$ cat config.mk
export PLATFORM = sky130hd
export DESIGN_NAME = bsg_packed_cmd_arbiter
export DESIGN_NICKNAME = d
export VERILOG_FILES = /design/src/rtl/bsg_packed_cmd_arbiter_pkg.sv /design/src/rtl/bsg_packed_cmd_arbiter_rr_select.sv /design/src/rtl/bsg_packed_cmd_arbiter.sv
export SDC_FILE = /design/constraint.sdc
export NUM_CORES = 1
export LEC_CHECK = 0
export BUFFER_PORTS_ARGS = -buffer_cell sky130_fd_sc_hd__buf_2
export CAP_MARGIN = 25
export CORE_AREA = 2 2 67 69
export DETAILED_ROUTE_END_ITERATION = 6
export DIE_AREA = 0 0 69 71
export PLACE_DENSITY_LB_ADDON = 0.1
export SYNTH_ARGS = -nofsm -noshare
export SYNTH_HDL_FRONTEND = slang
export SYNTH_SLANG_ARGS = --single-unit
$ cat constraint.sdc
create_clock -name clk_i -period 2.9 [get_ports clk_i]
set_input_delay 0.58 -clock clk_i [delete_from_list [all_inputs] [get_ports clk_i]]
set_output_delay 0.58 -clock clk_i [all_outputs]
set_load 0.01 [all_outputs]
$ cat src/rtl/bsg_packed_cmd_arbiter_pkg.sv
// Shared definitions for the packed command link arbiter and its packers.
//
// Packed command word layout: {write_not_read, addr[22:0], data[7:0]}.
// Provides field position constants, the command struct, the arbiter
// state encoding and a safe ceil-log2 helper for id widths.
package bsg_packed_cmd_arbiter_pkg;

  localparam int cmd_width_gp    = 32;
  localparam int cmd_wnr_bit_gp  = 31;
  localparam int cmd_addr_msb_gp = 30;
  localparam int cmd_addr_lsb_gp = 8;
  localparam int cmd_data_msb_gp = 7;
  localparam int cmd_data_lsb_gp = 0;

  typedef struct packed {
    logic        wnr;
    logic [22:0] addr;
    logic [7:0]  data;
  } bsg_packed_cmd_s;

  typedef enum logic {
    e_idle      = 1'b0,
    e_wait_resp = 1'b1
  } arb_state_e;

  // ceil(log2(n)) that never returns 0, so single-bit ids stay legal.
  function automatic int safe_clog2(input int n);
    return (n <= 1) ? 1 : $clog2(n);
  endfunction

endpackage

$ cat src/rtl/bsg_packed_cmd_arbiter_rr_select.sv
// bsg_rr_prio_select: rotating-priority selector.
//
// Ports:
//   req_i     in   num_req_p  request vector
//   ptr_i     in   lg         index holding highest priority this cycle
//   sel_id_o  out  lg         encoded index of the first request at or after ptr_i
//   v_o       out  1          any request present
module bsg_rr_prio_select
  import bsg_packed_cmd_arbiter_pkg::*;
#(
  parameter  int num_req_p     = 2,
  localparam int lg_num_req_lp = safe_clog2(num_req_p)
) (
  input  logic [num_req_p-1:0]     req_i,
  input  logic [lg_num_req_lp-1:0] ptr_i,
  output logic [lg_num_req_lp-1:0] sel_id_o,
  output logic                     v_o
);

  // One extra bit so ptr + offset cannot overflow before the wrap.
  logic [lg_num_req_lp:0] idx;

  always_comb begin
    idx      = '0;
    sel_id_o = '0;
    v_o      = |req_i;
    // Walk offsets from farthest to nearest so the nearest valid request
    // (lowest offset from ptr_i) is the last one written and wins.
    for (int k = num_req_p - 1; k >= 0; k--) begin
      idx = {1'b0, ptr_i} + (lg_num_req_lp + 1)'(k);
      if (idx >= (lg_num_req_lp + 1)'(num_req_p)) begin
        idx = idx - (lg_num_req_lp + 1)'(num_req_p);
      end
      if (req_i[idx[lg_num_req_lp-1:0]]) begin
        sel_id_o = idx[lg_num_req_lp-1:0];
      end
    end
  end

endmodule

$ cat src/rtl/bsg_packed_cmd_arbiter.sv
// bsg_packed_cmd_arbiter: shares one packed 32-bit command/response link
// between num_req_p requesters with round-robin arbitration. Only one read
// may be outstanding; its response is routed back to the issuing requester.
//
// Ports:
//   clk_i         in   1            clock
//   reset_n_i     in   1            synchronous active-low reset
//   req_data_i    in   N*32         packed commands, requester i at [32*i+:32]
//   req_v_i       in   N            per-requester command valid
//   req_ready_o   out  N            per-requester command ready (one-hot or zero)
//   resp_data_o   out  32           read response data, broadcast
//   resp_v_o      out  N            per-requester response valid (one-hot or zero)
//   resp_ready_i  in   N            per-requester response ready
//   data_o        out  32           granted command toward the link
//   v_o           out  1            command valid toward the link
//   ready_i       in   1            link command ready
//   data_i        in   32           link read-response data
//   v_i           in   1            link read-response valid
//   ready_o       out  1            link read-response ready
module bsg_packed_cmd_arbiter
  import bsg_packed_cmd_arbiter_pkg::*;
#(
  parameter  int num_req_p     = 2,
  localparam int lg_num_req_lp = safe_clog2(num_req_p)
) (
  input  logic                      clk_i,
  input  logic                      reset_n_i,
  input  logic [num_req_p*32-1:0]   req_data_i,
  input  logic [num_req_p-1:0]      req_v_i,
  output logic [num_req_p-1:0]      req_ready_o,
  output logic [31:0]               resp_data_o,
  output logic [num_req_p-1:0]      resp_v_o,
  input  logic [num_req_p-1:0]      resp_ready_i,
  output logic [31:0]               data_o,
  output logic                      v_o,
  input  logic                      ready_i,
  input  logic [31:0]               data_i,
  input  logic                      v_i,
  output logic                      ready_o
);

  arb_state_e                 state_q, state_d;
  logic [lg_num_req_lp-1:0]   rr_ptr_q, rr_ptr_d;
  logic [lg_num_req_lp-1:0]   owner_q, owner_d;
  logic                       grant_locked_q, grant_locked_d;
  logic [lg_num_req_lp-1:0]   locked_gnt_q, locked_gnt_d;

  logic [lg_num_req_lp-1:0]   rr_sel_id;
  logic                       rr_any_v;
  logic [lg_num_req_lp-1:0]   gnt;
  bsg_packed_cmd_s            granted_cmd;

  bsg_rr_prio_select #(
    .num_req_p (num_req_p)
  ) u_rr_select (
    .req_i    (req_v_i),
    .ptr_i    (rr_ptr_q),
    .sel_id_o (rr_sel_id),
    .v_o      (rr_any_v)
  );

  // A stalled grant is held so the offered command cannot change
  // underneath the link while ready_i is low.
  assign gnt         = grant_locked_q ? locked_gnt_q : rr_sel_id;
  assign granted_cmd = bsg_packed_cmd_s'(req_data_i[32*gnt +: 32]);

  always_comb begin
    state_d        = state_q;
    rr_ptr_d       = rr_ptr_q;
    owner_d        = owner_q;
    grant_locked_d = grant_locked_q;
    locked_gnt_d   = locked_gnt_q;

    req_ready_o    = '0;
    resp_data_o    = '0;
    resp_v_o       = '0;
    data_o         = '0;
    v_o            = 1'b0;
    ready_o        = 1'b0;

    // Outputs are forced quiet while reset is held, independent of state.
    if (reset_n_i) begin
      unique case (state_q)
        e_idle: begin
          v_o    = grant_locked_q ? req_v_i[locked_gnt_q] : rr_any_v;
          data_o = granted_cmd;
          if (v_o) begin
            req_ready_o[gnt] = ready_i;
          end

          if (v_o && !ready_i) begin
            grant_locked_d = 1'b1;
            locked_gnt_d   = gnt;
          end else begin
            // Handshake, or the locked requester withdrew: release the lock.
            grant_locked_d = 1'b0;
          end

          if (v_o && ready_i) begin
            rr_ptr_d = (gnt == lg_num_req_lp'(num_req_p - 1))
                     ? '0 : gnt + lg_num_req_lp'(1);
            if (!granted_cmd.wnr) begin
              owner_d = gnt;
              state_d = e_wait_resp;
            end
          end
        end

        e_wait_resp: begin
          resp_data_o       = data_i;
          resp_v_o[owner_q] = v_i;
          ready_o           = resp_ready_i[owner_q];
          if (v_i && ready_o) begin
            state_d = e_idle;
          end
        end

        default: state_d = e_idle;
      endcase
    end
  end

  always_ff @(posedge clk_i) begin
    if (!reset_n_i) begin
      state_q        <= e_idle;
      rr_ptr_q       <= '0;
      owner_q        <= '0;
      grant_locked_q <= 1'b0;
      locked_gnt_q   <= '0;
    end else begin
      state_q        <= state_d;
      rr_ptr_q       <= rr_ptr_d;
      owner_q        <= owner_d;
      grant_locked_q <= grant_locked_d;
      locked_gnt_q   <= locked_gnt_d;
    end
  end

`ifndef SYNTHESIS
  logic [31:0] locked_data_q;

  always_ff @(posedge clk_i) begin
    if (reset_n_i && state_q == e_idle && v_o && !ready_i && !grant_locked_q) begin
      locked_data_q <= data_o;
    end
  end

  always_ff @(posedge clk_i) begin
    if (reset_n_i) begin
      assert ($onehot0(req_ready_o))
        else $error("req_ready_o is not one-hot or zero: %b", req_ready_o);
      assert ($onehot0(resp_v_o))
        else $error("resp_v_o is not one-hot or zero: %b", resp_v_o);
      assert (!(grant_locked_q && req_v_i[locked_gnt_q]
                && req_data_i[32*locked_gnt_q +: 32] != locked_data_q))
        else $error("command of locked requester %0d changed while stalled", locked_gnt_q);
      // An unsolicited response is held off by ready_o=0; flag it without stopping.
      assert (!(state_q == e_idle && v_i))
        else $warning("link response valid while no read is outstanding");
    end
  end
`endif

endmodule

==> results of run 1 <==
-- registers in the layout, indices dropped and copies added, names as in the netlist --
| name | flops |
|---|---|
| owner_q | 1 |
| state_q | 1 |
| locked_gnt_q | 1 |
| grant_locked_q | 1 |
| rr_ptr_q | 1 |
-- logic make-up (layout without fill, tap and decap cells) --
| group | after synthesis | count (layout) | share of synthesized area |
|---|---|---|---|
| mux | 4 | 4 | 0.0399 |
| compound gates | 40 | 40 | 0.244 |
| flops | 5 | 5 | 0.0996 |
| buf+inv | 20 | 185 | 0.0760 |
| simple gates | 116 | 116 | 0.540 |
-- power breakdown --
group          switching, W   total, W  internal (W)  leakage [nW]
Combinational      0.000159   0.000300      0.000141          1.27
Clock             0.0000321   0.000126     0.0000942        0.0228
Sequential       0.00000679  0.0000814     0.0000746        0.0411
-- layer usage --
metal / vias up / part of all wire / global-route usage
li1: 957 / - / -
met1: 768 / 0.37 / 0.155
met2: 97 / 0.53 / 0.332
met3: 2 / 0.10 / 0.0484
met4: 0 / 0.0032 / 0.0283
met5: - / 0 / 0
-- stage by stage --
stage	total power [W]	setup WS, ns	hold slack [ns]	instance area, µm²	util
after detailed placement	0.000386	0.491	0.519	1920	0.457
after global routing	0.000551	0.345	0.568	1960	0.467
after global placement	0.000386	0.527	0.518	1920	0.457
after CTS	0.000515	0.484	0.546	1960	0.467
final	0.000508	0.513	0.541	1960	0.467
after floorplan	0.000240	0.700	0.483	1000	-
-- worst reg2reg max path, cell delays in order (launching register included) --
cell       delay [ns]
dfxtp_1          0.37
mux2i_1          0.17
a2111oi_4        0.53
nand3b_1         0.13
a221oi_1         0.26
-- cell type report --
cell class | count | area share
Multi-Input combinational cell | 160 | 0.424
Inverter | 1 | 0.00191
Clock buffer | 4 | 0.0229
Sequential cell | 5 | 0.0510
Timing Repair Buffer | 180 | 0.468
Tap cell | 52 | 0.0331
-- Yosys cell counts --
| library cell | instances |
|---|---|
| and3_1 | 32 |
| nor2b_1 | 4 |
| mux2i_1 | 4 |
| nor3b_1 | 1 |
| a2111oi_4 | 1 |
| a31o_2 | 1 |
| nand2_1 | 67 |
| a2111oi_1 | 1 |
| nor2_1 | 8 |
| nand3b_1 | 1 |
| buf_2 | 1 |
| a211oi_1 | 1 |
| o211a_1 | 1 |
| clkbuf_1 | 18 |
| o21a_1 | 1 |
| nand2b_1 | 2 |
| o21ai_1 | 1 |
| a21oi_1 | 32 |
| dfxtp_1 | 5 |
| and4_1 | 1 |
| a221oi_1 | 1 |
| inv_1 | 1 |
-- final timing paths --
kind                                    from  depth (start not counted)        end
worst max-delay path              req_v_i[0]                          7  data_o[4]
worst min-delay path                 owner_q                          2    owner_q
worst max register to register  locked_gnt_q                          4    owner_q
worst min register to register       owner_q                          2    owner_q
==> results.ini, run 1 <==
[placement]
port_buffers = 173
placed_cells = 398
place_hpwl_mm = 3.46
place.gp.congestion = 0.783

[clock_tree]
cts.clk_slew.worst_paths_ns = 0.04
cts_tree = built
cts.repair.resized = 0
clock-sinks = 5
cts_max_level = 1
clock_path_buffers = 2
cts_inserted_buffers = 3
cts-root-buf = clkbuf_8
worstSkewPairLatency_ns = 0.22
holdBufCountCts = 0
cts_setup_buffers = 0

[hold_path]
min_path_type = reg -> reg

[layout]
multi_input_area_um2 = 832
final_cell_mix = buf_2, nand2_1, a21oi_1, and3_1, nor2_1
final_common_cell = buf_2
seqCellArea_um2 = 100
antenna-diode-count = 0
fill_cells = 437
final_cell_count_no_fill = 402
layout-drive-gt1-share = 0.531
area_growth_pct = 95.5
nets = 455

[setup_path]
worstPathArrival_ns = 1.81
crit_fanout = 17
crit_slowest_cell = o21a_1
crit_path_end_kind = primary output
ff2ff_setup_slack_ns = 1.34
cp.buffers_inverters = 3
cpPeakStageDelay_ns = 0.30
required_ns = 2.32
crit_chain = buf_2 > nor2b_1 > o21a_1 > buf_4 > nand2_1 > a21oi_1 > buf_2
crit_family = buffers and inverters
startpoint_type = input pin
crit_path_frequent_cell = buf_2
crit_type = in -> out

[synth]
synth_top_area_frac = 0.250
ys_ff_latch = 5
syn_inst = 185
syn_nets = 289
netlist.top_cell.by_area = nand2_1
yosysWarnings = 0
seq_area_frac_synth = 0.0996
syn_area_um2 = 1000
yosysUniqueCellTypes = 22
avgSynthCellArea_um2 = 5.43
synth_area_leaders = nand2_1, and3_1, a21oi_1

[timing]
final-hold-violation-count = 0
fin_crit_ns = 2.39
final_max_slew_viol_count = 0
fin_skew_ns = 0.00342
slew_headroom = 0.628
grt_setup_unrepaired = false
period_share = 0.823
tightest_slew_ns = 0.556
setup_viol = 0
fin_setup_tns_ns = 0
max_freq_ghz = 0.419

[detailed_routing]
wl_per_cell_um = 10.8
vias = 1824
wl_mm = 4.33
vias_per_cell = 4.54
drt-initial-drc-count = 38
drt-pass1-iter-count = 4
drc = 0
ant_nets = 0

[die]
row_count = 24
initial_core_util = 0.239
ios = 174
core_area_um2 = 4200
die-area_um2 = 4900
die_w_um = 69
die_h_um = 71

[grt]
grt_usage = 0.160
grt_overflow = 0
antenna_found_initial = 0
grt_max_degree = 42
grt_pass1_vias = 1627
grt_pass1_wl_mm = 6.69

[outcome]
outcome = finished, final reports clean

[power_and_ir_drop]
leakage_nw = 1.33
peakVddDrop_v = 0.000173
power_density_nw_per_um2 = 258

[flow_run]
cap_violations = 0

Power figures use the tool's default switching activity.
==> inputs of run 2 (changes only) <==
Clock period 2.9 ns to 2.1 ns, I/O delays scaled along.
==> results.ini, run 2 (synthesis results as in run 1) <==
[timing]
setup_viol = 0  ; unchanged
fin_crit_ns = 2.00
period_share = 0.955
final_max_slew_viol_count = 0  ; unchanged
final-hold-violation-count = 0  ; unchanged
grt_setup_unrepaired = false
fin_setup_tns_ns = 0  ; unchanged
whs_ns = 0.529  ; -0.0118 ns
tightest_slew_ns = 0.574  ; +0.0176 ns
slew_headroom = 0.617  ; -0.0118
max_freq_ghz = 0.499
worst_slack_ns = 0.0955  ; -0.417 ns
fin_skew_ns = 0.000558  ; -0.00287 ns

[layout]
antenna-diode-count = 0  ; unchanged
nets = 459  ; +0.88%
area_growth_pct = 101
final_common_cell = buf_2
layout-drive-gt1-share = 0.540  ; +0.00812
fill_cells = 452  ; +3.4%
final_area_um2 = 2020  ; +2.9%
final_cell_mix = buf_2, nand2_1, a21oi_1, and3_1, buf_4

[clock_tree]
cts_inserted_buffers = 3  ; unchanged
cts_setup_buffers = 0  ; unchanged
holdBufCountCts = 0  ; unchanged
cts.clk_slew.worst_paths_ns = 0.03  ; about the same
cts_max_level = 1  ; unchanged
cts.repair.resized = 0  ; unchanged
worstSkewPairLatency_ns = 0.22  ; about the same
cts_tree = built
clock-sinks = 5  ; unchanged
cts-root-buf = clkbuf_8
clock_path_buffers = 2  ; unchanged

[power_and_ir_drop]
peakVddDrop_v = 0.000208  ; +20%
power_density_nw_per_um2 = 357  ; +38%
leakage_nw = 1.36  ; +2.2%

[die]
die-area_um2 = 4900  ; unchanged
die_w_um = 69  ; unchanged
core_area_um2 = 4200  ; unchanged
ios = 174  ; unchanged
row_count = 24  ; unchanged
initial_core_util = 0.239  ; unchanged
die_h_um = 71  ; unchanged

[grt]
grt_pass1_wl_mm = 7.00  ; +4.7%
antenna_found_initial = 0  ; unchanged
grt_max_degree = 32  ; -24%
grt_overflow = 0  ; unchanged
grt_usage = 0.165  ; +0.00481
grt_pass1_vias = 1705  ; +4.8%

[flow_run]
cap_violations = 0  ; unchanged

[detailed_routing]
drt-initial-drc-count = 48  ; +26%
vias_per_cell = 4.55  ; +0.37%
wl_mm = 4.33  ; -0.12%
drt-pass1-iter-count = 6  ; +2
vias = 1849  ; +1.4%
drc = 0  ; unchanged
ant_nets = 0  ; unchanged
wl_per_cell_um = 10.7  ; -1.1%

[hold_path]
hold_depth = 3  ; +1
min_path_type = in -> reg

[setup_path]
crit_path_end_kind = primary output
crit_chain = nand2b_1 > o21a_1 > buf_12 > mux2i_1 > nor2_1 > buf_2
crit_fanout = 28  ; +11
crit_type = reg -> out
required_ns = 1.68  ; -0.64 ns
reg2reg_depth = 5  ; +1
worstPathArrival_ns = 1.58  ; -0.23 ns
cpPeakStageDelay_ns = 0.38  ; +0.08 ns
crit_slowest_cell = dfxtp_2
startpoint_type = register

[placement]
place_hpwl_mm = 3.62  ; +4.6%
pre_cts_ws_ns = 0.100  ; -0.390 ns
place.gp.congestion = 0.744  ; -5.0%
dpl-instance-area_um2 = 1970  ; +2.9%
port_buffers = 173  ; unchanged

[outcome]
outcome = finished, final reports clean

## run 2: cell types whose count changed in the layout (fill, tap and decap cells not counted), sizes merged
cell	before	now
buf	180	184
## run 2: metrics by stage
stage | utilization | power [W] | std cells
after floorplan | - | 0.000332 | 185
after global placement | 0.470 | 0.000553 | 402
after detailed placement | 0.470 | 0.000555 | 402
after CTS | 0.480 | 0.000736 | 406
after global routing | 0.481 | 0.000789 | 406
final | 0.481 | 0.000720 | 406
## run 2: path summary, 6_finish.rpt
kind,slack (ns),startpoint,end
min,0.53,req_data_i[63],owner_q
max reg2reg,0.52,locked_gnt_q,owner_q
min reg2reg,0.55,rr_ptr_q,rr_ptr_q
max,0.1,grant_locked_q,data_o[31]
## run 2: area by class of cell
class,instances,area [µm²],area share
repair buffers,184,973,0.482
multi-input cells,160,832,0.412
inverters,1,3.75,0.00186
flip-flops and latches,5,101,0.0502
clock buffers,4,45.0,0.0223
well taps,52,65.1,0.0322
## run 2: report_power, final
group          switching (W)  internal [W]
logic               0.000220      0.000213
registers          0.0000104      0.000103
clock network      0.0000435      0.000130
total               0.000274      0.000447
## run 2: per-layer routing
layer	routed length, µm	vias to the layer above	global-route usage
met1	1670	791	0.169
met3	406	2	0.0342
met5	0	-	0
met4	17	0	0.0501
met2	2230	91	0.333
li1	-	965	-
## run 2: worst max-delay path: cells and delay by family, from the launching register on
kind / cells / cell delay, ns
flip-flops: 1 / 0.38
buffers and inverters: 2 / 0.31
multiplexers: 1 / 0.26
AND/OR/NAND/NOR: 2 / 0.22
AO/OA/AOI/OAI: 1 / 0.19
==> inputs of run 3 (changes only) <==
Settings changed: CELL_PAD_IN_SITES_DETAIL_PLACEMENT set to 1, CELL_PAD_IN_SITES_GLOBAL_PLACEMENT set to 1, CORE_AREA 2 2 67 69 to not set, CORE_UTILIZATION set to 13, DIE_AREA 0 0 69 71 to not set.
==> results.ini, run 3 (synthesis results as in run 1) <==
[outcome]
outcome = finished, final reports clean

[clock_tree]
cts_inserted_buffers = 3  ; unchanged
worstSkewPairLatency_ns = 0.22  ; about the same
clock_path_buffers = 2  ; unchanged
cts_max_level = 1  ; unchanged
cts_setup_buffers = 0  ; unchanged
clock-sinks = 5  ; unchanged
holdBufCountCts = 0  ; unchanged
cts-root-buf = clkbuf_8
cts_tree = built
cts.clk_slew.worst_paths_ns = 0.04  ; about the same

[setup_path]
cp.depth = 6  ; unchanged
cp.buffers_inverters = 2  ; unchanged
reg2reg_depth = 4  ; -1
crit_path_end_kind = primary output
cpPeakStageDelay_ns = 0.31  ; -0.07 ns
crit_family = buffers and inverters
startpoint_type = register
ff2ff_setup_slack_ns = 0.56  ; +0.04 ns
crit_type = reg -> out
reg2reg_to = locked_gnt_q
worstPathArrival_ns = 1.58  ; about the same
required_ns = 1.68  ; about the same
crit_fanout = 23  ; -18%
crit_slowest_cell = dfxtp_1
reg2reg_from = locked_gnt_q
crit_chain = nor2b_1 > o21a_1 > buf_12 > mux2i_4 > nor2_1 > buf_2

[power_and_ir_drop]
peakVddDrop_v = 0.000180  ; -13%
power_density_nw_per_um2 = 356  ; -0.11%
leakage_nw = 1.35  ; -1.0%

[die]
initial_core_util = 0.136  ; -0.103
die-area_um2 = 8080  ; +65%
die_h_um = 89.9  ; +27%
die_w_um = 89.9  ; +30%
row_count = 31  ; +29%
core_area_um2 = 7370  ; +75%
ios = 174  ; unchanged

[grt]
antenna_found_initial = 0  ; unchanged
grt_util_met3 = 0.0212  ; -0.0130
grt_pass1_vias = 1800  ; +5.6%
grt_max_degree = 35  ; +9.4%
busiest_layer = met2
grt_overflow = 0  ; unchanged
met1_usage = 0.155  ; -0.0138
grt_pass1_wl_mm = 8.92  ; +27%
use_met2 = 0.258  ; -0.0756
grt_usage = 0.131  ; -0.0340

[timing]
worst_slack_ns = 0.104  ; +0.00873 ns
tightest_slew_ns = 0.612  ; +0.0384 ns
setup_viol = 0  ; unchanged
fin_crit_ns = 2.00  ; -0.00873 ns
final-hold-violation-count = 0  ; unchanged
period_share = 0.950  ; -0.00416
grt_setup_unrepaired = true
final_max_slew_viol_count = 0  ; unchanged
fin_skew_ns = 0.00339  ; +0.00283 ns
slew_headroom = 0.591  ; -0.0257
max_freq_ghz = 0.501  ; +0.44%

[layout]
layout-drive-gt1-share = 0.541  ; +0.00176
area_growth_pct = 107
final_area_um2 = 2080  ; +2.8%
antenna-diode-count = 0  ; unchanged
nets = 456  ; -0.65%
final_common_cell = buf_2
final_cell_mix = buf_2, nand2_1, a21oi_1, and3_1, nor2_1

[detailed_routing]
wl_mm = 5.66  ; +31%
wl_per_cell_um = 12.6  ; +18%
vias_per_cell = 4.14  ; -9.1%
vias = 1862  ; +0.70%
ant_nets = 0  ; unchanged
drt-initial-drc-count = 45  ; -6.3%
drt-pass1-iter-count = 4  ; -2
drc = 0  ; unchanged

[placement]
place_hpwl_mm = 4.52  ; +25%
pre_cts_ws_ns = 0.104  ; +0.00327 ns
dpl-instance-area_um2 = 2010  ; +1.8%
port_buffers = 173  ; unchanged
place.gp.congestion = 0.689  ; -7.4%

[hold_path]
hold_end = rr_ptr_q
hold_start = rr_ptr_q
hold_depth = 2  ; -1
min_path_type = reg -> reg

[flow_run]
cap_violations = 0  ; unchanged

## run 3: cell types whose count changed in the layout (fill, tap and decap cells not counted), sizes merged
cell  change
buf       -3
## run 3: power breakdown
part	internal, W	switching, W	total, W	leakage, nW
clock network	0.000130	0.0000478	0.000178	0.0228
registers	0.000103	0.00000965	0.000113	0.0414
logic	0.000213	0.000236	0.000449	1.28
## run 3: worst max path at each step
stage                         startpoint          to  slack (ns)
final                           rr_ptr_q  data_o[31]        0.10
after global routing            rr_ptr_q  data_o[31]       -0.03
after CTS                 grant_locked_q  data_o[31]        0.08
after detailed placement      req_v_i[0]  data_o[31]        0.10
after global placement        req_v_i[0]  data_o[31]        0.13
after floorplan               req_v_i[0]  data_o[22]        0.22
## run 3: timing repair
item                                    in CTS  in global routing
resized for setup                            1                  3
pin swaps                                    0                  1
endpoints found under the setup margin       1                  2
## run 3: routing by layer
layer  part of all wire  wire (µm)
met5                  0          0
met4             0.0012          7
met3              0.044        248
met2               0.53       3020
met1               0.42       2390
## run 3: cell type report
type	count	area, µm²
well taps	99	124
multi-input cells	160	852
inverters	1	3.75
flip-flops and latches	5	101
clock buffers	4	45.0
fillers	1001	5290
repair buffers	181	951
## run 3: worst reg2reg max path: cells and delay by family, from the launching register on
family           cells  cell delay, ns
AND/OR/NAND/NOR      1            0.12
multiplexers         1            0.16
AO/OA/AOI/OAI        2            0.79
flip-flops           1            0.36
## run 3: through the flow
step           setup TNS (ns)  power [W]  hold slack (ns)   util  std cells
6_report                    0   0.000740            0.540  0.282        450
5_1_grt               -0.0387   0.000809            0.565  0.282        450
4_1_cts                     0   0.000748            0.511  0.279        450
3_5_place_dp                0   0.000565            0.533  0.273        446
3_3_place_gp                0   0.000559            0.531  0.273        446
2_1_floorplan               0   0.000332            0.483      -        185
